===== src/rtl/ctrl_pipe_pkg.sv =====
// Shared encodings for the registered RV32I control decoder: ALU opcodes,
// ALU operand selects, immediate formats and the base opcode map.
package ctrl_pipe_pkg;

  typedef enum logic [3:0] {
    ALU_ADD  = 4'd0,
    ALU_SUB  = 4'd1,
    ALU_SLL  = 4'd2,
    ALU_SLT  = 4'd3,
    ALU_SLTU = 4'd4,
    ALU_XOR  = 4'd5,
    ALU_SRL  = 4'd6,
    ALU_SRA  = 4'd7,
    ALU_OR   = 4'd8,
    ALU_AND  = 4'd9
  } alu_op_e;

  typedef enum logic [1:0] {
    ALU_SRC_REG     = 2'd0,
    ALU_SRC_IMM     = 2'd1,
    ALU_SRC_FOUR_PC = 2'd2,
    ALU_SRC_PC_IMM  = 2'd3
  } alu_src_e;

  typedef enum logic [2:0] {
    IMM_GEN_I = 3'd0,
    IMM_GEN_S = 3'd1,
    IMM_GEN_B = 3'd2,
    IMM_GEN_U = 3'd3,
    IMM_GEN_J = 3'd4
  } imm_gen_e;

  localparam logic [6:0] OPC_OP     = 7'b0110011;
  localparam logic [6:0] OPC_OP_IMM = 7'b0010011;
  localparam logic [6:0] OPC_LOAD   = 7'b0000011;
  localparam logic [6:0] OPC_STORE  = 7'b0100011;
  localparam logic [6:0] OPC_BRANCH = 7'b1100011;
  localparam logic [6:0] OPC_JAL    = 7'b1101111;
  localparam logic [6:0] OPC_JALR   = 7'b1100111;
  localparam logic [6:0] OPC_LUI    = 7'b0110111;
  localparam logic [6:0] OPC_AUIPC  = 7'b0010111;

  localparam logic [6:0] F7_BASE = 7'h00;
  localparam logic [6:0] F7_ALT  = 7'h20;

  // funct3 to ALU operation; alt selects SUB/SRA over ADD/SRL.
  function automatic logic [3:0] alu_from_f3(input logic [2:0] f3, input logic alt);
    logic [3:0] op;
    case (f3)
      3'b000:  op = alt ? ALU_SUB : ALU_ADD;
      3'b001:  op = ALU_SLL;
      3'b010:  op = ALU_SLT;
      3'b011:  op = ALU_SLTU;
      3'b100:  op = ALU_XOR;
      3'b101:  op = alt ? ALU_SRA : ALU_SRL;
      3'b110:  op = ALU_OR;
      default: op = ALU_AND;
    endcase
    return op;
  endfunction

endpackage


===== src/rtl/ctrl_pipe_dec.sv =====
// Combinational RV32I control decoder. Produces the control bundle for one
// instruction plus which source registers it actually reads.
module ctrl_dec
  import ctrl_pipe_pkg::*;
#(
  parameter int CPU_WIDTH      = 32,
  parameter int REG_ADDR_WIDTH = 5,
  parameter int ALU_OP_WIDTH   = 4
) (
  input  logic [CPU_WIDTH-1:0]      inst_i,
  output logic                      branch_o,
  output logic [2:0]                branch_cond_o,
  output logic                      jump_o,
  output logic                      jalr_o,
  output logic                      reg_wen_o,
  output logic [REG_ADDR_WIDTH-1:0] reg_waddr_o,
  output logic [REG_ADDR_WIDTH-1:0] reg1_raddr_o,
  output logic [REG_ADDR_WIDTH-1:0] reg2_raddr_o,
  output logic [2:0]                imm_gen_op_o,
  output logic [ALU_OP_WIDTH-1:0]   alu_op_o,
  output logic [1:0]                alu_src_sel_o,
  output logic                      mem_ren_o,
  output logic                      mem_wen_o,
  output logic [2:0]                mem_size_o,
  output logic                      illegal_o,
  output logic                      rs1_used_o,
  output logic                      rs2_used_o
);

  logic [6:0] opcode;
  logic [2:0] funct3;
  logic [6:0] funct7;
  logic [4:0] rd;
  logic [4:0] rs1;
  logic [4:0] rs2;
  logic       legal;
  logic       uses_rd;
  logic [3:0] alu_code;

  assign opcode = inst_i[6:0];
  assign rd     = inst_i[11:7];
  assign funct3 = inst_i[14:12];
  assign rs1    = inst_i[19:15];
  assign rs2    = inst_i[24:20];
  assign funct7 = inst_i[31:25];

  // Classify the opcode and fill the bundle; undecodable words collapse to a side-effect-free no-op.
  always_comb begin
    legal         = 1'b1;
    uses_rd       = 1'b0;
    rs1_used_o    = 1'b0;
    rs2_used_o    = 1'b0;
    branch_o      = 1'b0;
    branch_cond_o = 3'b000;
    jump_o        = 1'b0;
    jalr_o        = 1'b0;
    imm_gen_op_o  = IMM_GEN_I;
    alu_code      = ALU_AND;
    alu_src_sel_o = ALU_SRC_REG;
    mem_ren_o     = 1'b0;
    mem_wen_o     = 1'b0;
    mem_size_o    = 3'b000;
    case (opcode)
      OPC_OP: begin
        legal      = (funct7 == F7_BASE) ||
                     (funct7 == F7_ALT && (funct3 == 3'b000 || funct3 == 3'b101));
        alu_code   = alu_from_f3(funct3, funct7 == F7_ALT);
        uses_rd    = 1'b1;
        rs1_used_o = 1'b1;
        rs2_used_o = 1'b1;
      end
      OPC_OP_IMM: begin
        case (funct3)
          3'b001:  legal = (funct7 == F7_BASE);
          3'b101:  legal = (funct7 == F7_BASE) || (funct7 == F7_ALT);
          default: legal = 1'b1;
        endcase
        alu_code      = alu_from_f3(funct3, funct3 == 3'b101 && funct7 == F7_ALT);
        alu_src_sel_o = ALU_SRC_IMM;
        uses_rd       = 1'b1;
        rs1_used_o    = 1'b1;
      end
      OPC_LOAD: begin
        legal         = (funct3 != 3'b011) && (funct3 != 3'b110) && (funct3 != 3'b111);
        alu_code      = ALU_ADD;
        alu_src_sel_o = ALU_SRC_IMM;
        mem_ren_o     = 1'b1;
        mem_size_o    = funct3;
        uses_rd       = 1'b1;
        rs1_used_o    = 1'b1;
      end
      OPC_STORE: begin
        legal         = (funct3[2] == 1'b0) && (funct3[1:0] != 2'b11);
        imm_gen_op_o  = IMM_GEN_S;
        alu_code      = ALU_ADD;
        alu_src_sel_o = ALU_SRC_IMM;
        mem_wen_o     = 1'b1;
        mem_size_o    = funct3;
        rs1_used_o    = 1'b1;
        rs2_used_o    = 1'b1;
      end
      OPC_BRANCH: begin
        legal         = (funct3[2:1] != 2'b01);
        branch_o      = 1'b1;
        branch_cond_o = funct3;
        imm_gen_op_o  = IMM_GEN_B;
        alu_code      = ALU_SUB;
        rs1_used_o    = 1'b1;
        rs2_used_o    = 1'b1;
      end
      OPC_JAL: begin
        jump_o        = 1'b1;
        imm_gen_op_o  = IMM_GEN_J;
        alu_code      = ALU_ADD;
        alu_src_sel_o = ALU_SRC_FOUR_PC;
        uses_rd       = 1'b1;
      end
      OPC_JALR: begin
        legal         = (funct3 == 3'b000);
        jump_o        = 1'b1;
        jalr_o        = 1'b1;
        alu_code      = ALU_ADD;
        alu_src_sel_o = ALU_SRC_FOUR_PC;
        uses_rd       = 1'b1;
        rs1_used_o    = 1'b1;
      end
      OPC_LUI: begin
        imm_gen_op_o  = IMM_GEN_U;
        alu_code      = ALU_ADD;
        alu_src_sel_o = ALU_SRC_IMM;
        uses_rd       = 1'b1;
      end
      OPC_AUIPC: begin
        imm_gen_op_o  = IMM_GEN_U;
        alu_code      = ALU_ADD;
        alu_src_sel_o = ALU_SRC_PC_IMM;
        uses_rd       = 1'b1;
      end
      default: legal = 1'b0;
    endcase
    if (!legal) begin
      uses_rd       = 1'b0;
      rs1_used_o    = 1'b0;
      rs2_used_o    = 1'b0;
      branch_o      = 1'b0;
      branch_cond_o = 3'b000;
      jump_o        = 1'b0;
      jalr_o        = 1'b0;
      imm_gen_op_o  = IMM_GEN_I;
      alu_code      = ALU_AND;
      alu_src_sel_o = ALU_SRC_REG;
      mem_ren_o     = 1'b0;
      mem_wen_o     = 1'b0;
      mem_size_o    = 3'b000;
    end
    illegal_o    = !legal;
    reg_wen_o    = uses_rd;
    reg_waddr_o  = uses_rd ? REG_ADDR_WIDTH'(rd) : '0;
    reg1_raddr_o = rs1_used_o ? REG_ADDR_WIDTH'(rs1) : '0;
    reg2_raddr_o = rs2_used_o ? REG_ADDR_WIDTH'(rs2) : '0;
    alu_op_o     = ALU_OP_WIDTH'(alu_code);
  end

endmodule


===== src/rtl/ctrl_pipe.sv =====
// Registered control stage between fetch and execute: one-deep output
// register with valid/ready on both sides, flush, and a load-use interlock
// that holds back consumers of a load's destination for a few cycles.
module ctrl_pipe
  import ctrl_pipe_pkg::*;
#(
  parameter int CPU_WIDTH      = 32,
  parameter int REG_ADDR_WIDTH = 5,
  parameter int ALU_OP_WIDTH   = 4,
  parameter int LOAD_USE_STALL = 1
) (
  input  logic                      clk,
  input  logic                      rst,
  input  logic                      in_valid,
  output logic                      in_ready,
  input  logic [CPU_WIDTH-1:0]      inst,
  input  logic [CPU_WIDTH-1:0]      pc,
  input  logic                      flush,
  output logic                      out_valid,
  input  logic                      out_ready,
  output logic [CPU_WIDTH-1:0]      out_pc,
  output logic                      branch,
  output logic [2:0]                branch_cond,
  output logic                      jump,
  output logic                      jalr,
  output logic                      reg_wen,
  output logic [REG_ADDR_WIDTH-1:0] reg_waddr,
  output logic [REG_ADDR_WIDTH-1:0] reg1_raddr,
  output logic [REG_ADDR_WIDTH-1:0] reg2_raddr,
  output logic [2:0]                imm_gen_op,
  output logic [ALU_OP_WIDTH-1:0]   alu_op,
  output logic [1:0]                alu_src_sel,
  output logic                      mem_ren,
  output logic                      mem_wen,
  output logic [2:0]                mem_size,
  output logic                      illegal
);

  localparam logic [1:0] STALL_INIT = 2'(LOAD_USE_STALL);

  typedef struct packed {
    logic                      branch;
    logic [2:0]                branch_cond;
    logic                      jump;
    logic                      jalr;
    logic                      reg_wen;
    logic [REG_ADDR_WIDTH-1:0] reg_waddr;
    logic [REG_ADDR_WIDTH-1:0] reg1_raddr;
    logic [REG_ADDR_WIDTH-1:0] reg2_raddr;
    logic [2:0]                imm_gen_op;
    logic [ALU_OP_WIDTH-1:0]   alu_op;
    logic [1:0]                alu_src_sel;
    logic                      mem_ren;
    logic                      mem_wen;
    logic [2:0]                mem_size;
    logic                      illegal;
  } bundle_t;

  bundle_t                   bundle_d;
  bundle_t                   bundle_q;
  logic [CPU_WIDTH-1:0]      out_pc_q;
  logic                      out_valid_q;
  logic [1:0]                stall_cnt_q;
  logic [REG_ADDR_WIDTH-1:0] ld_rd_q;
  logic                      rs1_used;
  logic                      rs2_used;
  logic                      hazard;
  logic                      take;
  logic                      arm;

  ctrl_dec #(
    .CPU_WIDTH     (CPU_WIDTH),
    .REG_ADDR_WIDTH(REG_ADDR_WIDTH),
    .ALU_OP_WIDTH  (ALU_OP_WIDTH)
  ) u_dec (
    .inst_i       (inst),
    .branch_o     (bundle_d.branch),
    .branch_cond_o(bundle_d.branch_cond),
    .jump_o       (bundle_d.jump),
    .jalr_o       (bundle_d.jalr),
    .reg_wen_o    (bundle_d.reg_wen),
    .reg_waddr_o  (bundle_d.reg_waddr),
    .reg1_raddr_o (bundle_d.reg1_raddr),
    .reg2_raddr_o (bundle_d.reg2_raddr),
    .imm_gen_op_o (bundle_d.imm_gen_op),
    .alu_op_o     (bundle_d.alu_op),
    .alu_src_sel_o(bundle_d.alu_src_sel),
    .mem_ren_o    (bundle_d.mem_ren),
    .mem_wen_o    (bundle_d.mem_wen),
    .mem_size_o   (bundle_d.mem_size),
    .illegal_o    (bundle_d.illegal),
    .rs1_used_o   (rs1_used),
    .rs2_used_o   (rs2_used)
  );

  // Unused source fields decode to 0 and are gated by rs*_used, so x0 never matches an armed ld_rd.
  assign hazard   = (stall_cnt_q != 2'd0) && in_valid &&
                    ((rs1_used && bundle_d.reg1_raddr == ld_rd_q) ||
                     (rs2_used && bundle_d.reg2_raddr == ld_rd_q));
  assign in_ready = (!out_valid_q || out_ready) && !hazard && !flush;
  assign take     = in_valid && in_ready && !rst;
  assign arm      = out_valid_q && out_ready && bundle_q.mem_ren && (bundle_q.reg_waddr != '0);

  // Output valid: flush kills the held bundle, a transfer refills it, a drain empties it.
  always_ff @(posedge clk) begin
    if (rst) begin
      out_valid_q <= 1'b0;
    end else if (flush) begin
      out_valid_q <= 1'b0;
    end else if (take) begin
      out_valid_q <= 1'b1;
    end else if (out_ready) begin
      out_valid_q <= 1'b0;
    end
  end

  // Bundle register: loads only on an accepted instruction so it holds under backpressure.
  always_ff @(posedge clk) begin
    if (rst) begin
      bundle_q             <= '0;
      bundle_q.imm_gen_op  <= IMM_GEN_I;
      bundle_q.alu_op      <= ALU_OP_WIDTH'(ALU_AND);
      bundle_q.alu_src_sel <= ALU_SRC_REG;
      out_pc_q             <= '0;
    end else if (take) begin
      bundle_q <= bundle_d;
      out_pc_q <= pc;
    end
  end

  // Load-use interlock: arm when a load with a real destination leaves, then count down.
  always_ff @(posedge clk) begin
    if (rst) begin
      stall_cnt_q <= 2'd0;
      ld_rd_q     <= '0;
    end else if (flush) begin
      stall_cnt_q <= 2'd0;
    end else if (arm) begin
      stall_cnt_q <= STALL_INIT;
      ld_rd_q     <= bundle_q.reg_waddr;
    end else if (stall_cnt_q != 2'd0) begin
      stall_cnt_q <= stall_cnt_q - 2'd1;
    end
  end

  assign out_valid   = out_valid_q;
  assign out_pc      = out_pc_q;
  assign branch      = bundle_q.branch;
  assign branch_cond = bundle_q.branch_cond;
  assign jump        = bundle_q.jump;
  assign jalr        = bundle_q.jalr;
  assign reg_wen     = bundle_q.reg_wen;
  assign reg_waddr   = bundle_q.reg_waddr;
  assign reg1_raddr  = bundle_q.reg1_raddr;
  assign reg2_raddr  = bundle_q.reg2_raddr;
  assign imm_gen_op  = bundle_q.imm_gen_op;
  assign alu_op      = bundle_q.alu_op;
  assign alu_src_sel = bundle_q.alu_src_sel;
  assign mem_ren     = bundle_q.mem_ren;
  assign mem_wen     = bundle_q.mem_wen;
  assign mem_size    = bundle_q.mem_size;
  assign illegal     = bundle_q.illegal;

endmodule


===== config.mk =====
export PLATFORM = sky130hd
export DESIGN_NAME = ctrl_pipe
export DESIGN_NICKNAME = d
export VERILOG_FILES = /design/src/rtl/ctrl_pipe_pkg.sv /design/src/rtl/ctrl_pipe_dec.sv /design/src/rtl/ctrl_pipe.sv
export SDC_FILE = /design/constraint.sdc
export NUM_CORES = 1
export LEC_CHECK = 0
export ABC_AREA = 1
export CAP_MARGIN = 10
export CORE_MARGIN = 2
export CORE_UTILIZATION = 26
export DETAILED_ROUTE_END_ITERATION = 10
export DONT_BUFFER_PORTS = 1
export PLACE_DENSITY_LB_ADDON = 0.1
export RECOVER_POWER = 50
export SYNTH_ARGS = -nofsm -noshare
export SYNTH_HDL_FRONTEND = slang
export SYNTH_SLANG_ARGS = --single-unit

===== constraint.sdc =====
create_clock -name clk -period 3.2 [get_ports clk]
set_input_delay 0.64 -clock clk [delete_from_list [all_inputs] [get_ports clk]]
set_output_delay 0.64 -clock clk [all_outputs]
set_load 0.01 [all_outputs]

==> PnR_summary.wiki <==
{| class="wikitable"
! Metric !! Value
|-
| Maximum number of pins on one net before global-route repair || 26
|-
| Crit start category || primary input
|-
| Starting utilization of the core area || 26.34%
|-
| WL final || 9660 um
|-
| Clock tree from TritonCTS || built
|-
| Data arrival time of the critical path || 2190 ps
|-
| Category of the critical setup timing path || primary input to output pin
|-
| Htree depth || 3
|-
| CP Capture Type || output pin
|-
| Vias in the first global route || 2,934
|-
| Sequential share of the synthesized area || 44.72%
|-
| Worst Skew || 5.922 ps
|-
| Status || completed
|-
| Synth Area in XOR/XNOR || 0.7623%
|-
| Post-synthesis to final-layout area growth || 15.10%
|-
| Fraction of synthesized area in multiplexers || 0%
|-
| Final worst slack || 365.6 ps
|-
| Synthesized area per cell || 7.196 um2
|-
| Relative max-transition margin || 70.81%
|-
| Inserted Clock Buffers || 9
|-
| First-pass GRT wire length || 15,450 um
|-
| Clock tree sinks || 77
|-
| Antenna diode count || 0
|-
| Number of warnings reported in the yosys synthesis log || 0
|-
| Fraction of the mapped netlist area in compound gates || 7.441%
|-
| Port Buf Inserts || 0
|-
| WP data required || 2560 ps
|-
| Area fraction in and, or, nand and nor cells after synthesis || 37.42%
|-
| Final number of setup-violating endpoints || 0
|-
| Post-detailed-route DRC marker count || 0
|-
| Setup repair after global routing missed its margin || no
|-
| Hold_buf cts || 0
|-
| Library cells used by synthesis || 31
|-
| Min-Delay Path Class || primary input to flop
|-
| Total vias in the final route || 2,928
|-
| Synthesized net count || 549
|-
| Bufs on Longest Clock Path || 2
|-
| Clk Latency, worst-skew pair || 340 ps
|-
| DIE HEIGHT || 119.1 um
|-
| Post-DRT Antenna Nets || 0
|-
| Total negative slack for setup checks || 0 ps
|-
| FMAX || 0.3528 GHz
|-
| Library cell appearing most often on the critical path || sky130_fd_sc_hd__nand2_1
|-
| Largest vdd supply drop || 0.2236 mV
|-
| Clock transition time at the flip-flop clock pins of the worst setup and hold paths || 60 ps
|-
| Register bit total from synthesis || 77
|-
| GRT Resource Usage Total || 14.13%
|-
| Post-route minimum period || 2834 ps
|-
| Overflow left after global routing || 0
|-
| Cell chosen for the clock root || sky130_fd_sc_hd__clkbuf_16
|-
| Largest incremental delay on the critical path || 230 ps
|-
| Vias per Instance || 4.396
|-
| Largest driver fanout on the critical path || 15
|-
| Cell row count || 42
|-
| Routed wire length per instance || 14.50 um
|-
| Commonest non-fill, non-tap cells in the layout || sky130_fd_sc_hd__nand2_1, sky130_fd_sc_hd__dfxtp_1, sky130_fd_sc_hd__inv_1, sky130_fd_sc_hd__nor2_1, sky130_fd_sc_hd__nand2_2
|-
| Die span in x || 119.1 um
|-
| Leakage power summed over all cells || 1.854 nW
|-
| Count of endpoints failing hold in the final timing report || 0
|-
| Tcrit/Tclk final || 88.57%
|-
| Routability cong. || 0.8648
|-
| Fraction of the mapped netlist area in adder cells || 0.3630%
|-
| Boundary Pins || 140
|-
| Number of antenna violations at the first check in global routing || 0
|-
| Share of final-layout standard cells stronger than drive strength 1 || 14.49%
|-
| CP cell instances || nand2_1 > inv_1 > nand2_2 > inv_1 > nand3_1 > nand2_1 > nor2_1 > nand2_4 > nand2_1 > inv_2 > nand3_1 > nand2_1 > nand2_1 > nand2_2 > a21oi_2
|-
| Actual transition at the worst max-transition pin || 435.9 ps
|-
| First-iteration detailed-routing DRC count || 107
|-
| Cell area after technology mapping || 0.003447 mm2
|-
| Max_cap viols || 0
|-
| Place WS || 180.5 ps
|-
| Power density of the placed cells || 574.9 mW/mm2
|-
| Combinational family with the most area after synthesis || simple AND/OR/NAND/NOR gates
|-
| Cell at the slowest stage of the critical path || sky130_fd_sc_hd__a21oi_2
|-
| Area of the core region || 0.01309 mm2
|-
| Most common library cell in the layout ignoring fill and taps || sky130_fd_sc_hd__nand2_1
|-
| Final layout net count || 556
|-
| Post-detail-place hpwl || 7529 um
|-
| Cells after synthesis || 479
|-
| Number of iterations in the first detailed-routing pass || 4
|-
| Overall die area || 0.01419 mm2
|-
| Final slew viol count || 0
|-
| Post CTS Setup Buffer Count || 0
|}
## layout make-up
type / count / area, um2
Timing Repair Buffer: 9 / 92.59
Clock buffer: 12 / 266.5
Clock inverter: 3 / 67.56
Sequential cell: 77 / 1541
Multi-Input combinational cell: 339 / 1589
Fill cell: 1435 / 9117
Inverter: 50 / 190.2
Tap cell: 176 / 220.2
## worst max-delay path, delay by kind of cell
kind	cells	cell delay [ps]
and+or+nand+nor	11	1090
AOI/OAI and AO/OA	1	230
buffers and inverters	3	210
## cell families after synthesis
group           count (synthesis)
flops                          77
xor+xnor                        3
fa+ha+maj                       1
simple gates                  287
compound gates                 48
buf+inv                        63
## metal layers
| metal | vias up | share of wire, % | GRT usage [%] |
|---|---|---|---|
| met5 | - | 0 | 0 |
| met4 | 0 | 2.5 | 7.589 |
| met3 | 16 | 9.8 | 5.556 |
| met2 | 111 | 46 | 22.67 |
| met1 | 1282 | 41 | 16.12 |
| li1 | 1519 | - | - |
## path summary, 6_finish.rpt
kind	start	cells past startpoint	slack (ps)	end
setup / recovery	inst[1]	15	370	in_ready
hold reg to reg	out_pc[20]$_SDFFE_PP0P_	2	490	out_pc[20]$_SDFFE_PP0P_
setup reg to reg	ld_rd_q[4]$_SDFFE_PP0P_	14	1060	out_pc[10]$_SDFFE_PP0P_
hold / removal	rst	1	370	jalr$_SDFFE_PP0P_
## through the flow
step	utilization, %	area (um2)	power (mW)	instances	hold slack, ps
floorplan	-	3447	1.142	479	467.9
global placement	27.74	3630	1.166	651	482.7
detailed placement	27.74	3630	1.167	651	486.8
CTS	30.29	3964	2.326	666	349.3
global route	30.32	3968	2.386	666	353.3
finish	30.32	3968	2.281	666	366.6
## where the power goes
group / switching, mW / total, mW / internal, mW / leakage, nW
clock: 0.396 / 1.14 / 0.743 / 0.161
sequential: 0.0346 / 1.02 / 0.986 / 0.626
combinational: 0.0801 / 0.121 / 0.0410 / 1.07
## state kept, by name, indices dropped and copies added, names as in the netlist, 2 cells and up
| name | count |
|---|---|
| out_pc | 32 |
| alu_src_sel | 2 |
| alu_op | 4 |
| mem_size | 3 |
| branch_cond | 3 |
| reg_waddr | 5 |
| ld_rd_q | 5 |
| reg2_raddr | 5 |
| reg1_raddr | 5 |
| stall_cnt_q | 2 |
| imm_gen_op | 3 |
## cells in the mapped netlist, drive strengths merged
cell type  instances  area, um2
nor3               5      25.02
nand2            207      879.6
a211oi             1      7.510
dfxtp             77       1541
inv               50      190.2
nor3b              1      7.510
nor4               3      18.77
a21oi             21      105.1
o22ai              3      18.77
ha                 1      12.51
xor2               3      26.28
o2111ai            2      17.52
buf               12      126.4
clkbuf             1      3.750
o211ai             1      7.510
nand3             27      152.7
o21ai             20      100.1
nand3b             1      7.510
nand4              5      46.29
nor2              38      152.6
## timing repair
item / CTS / global route
gates resized for setup: 0 / 1
endpoints found under the setup margin: 0 / 1
hold endpoints to repair: 0 / 0
Power figures use the tool's default switching activity.
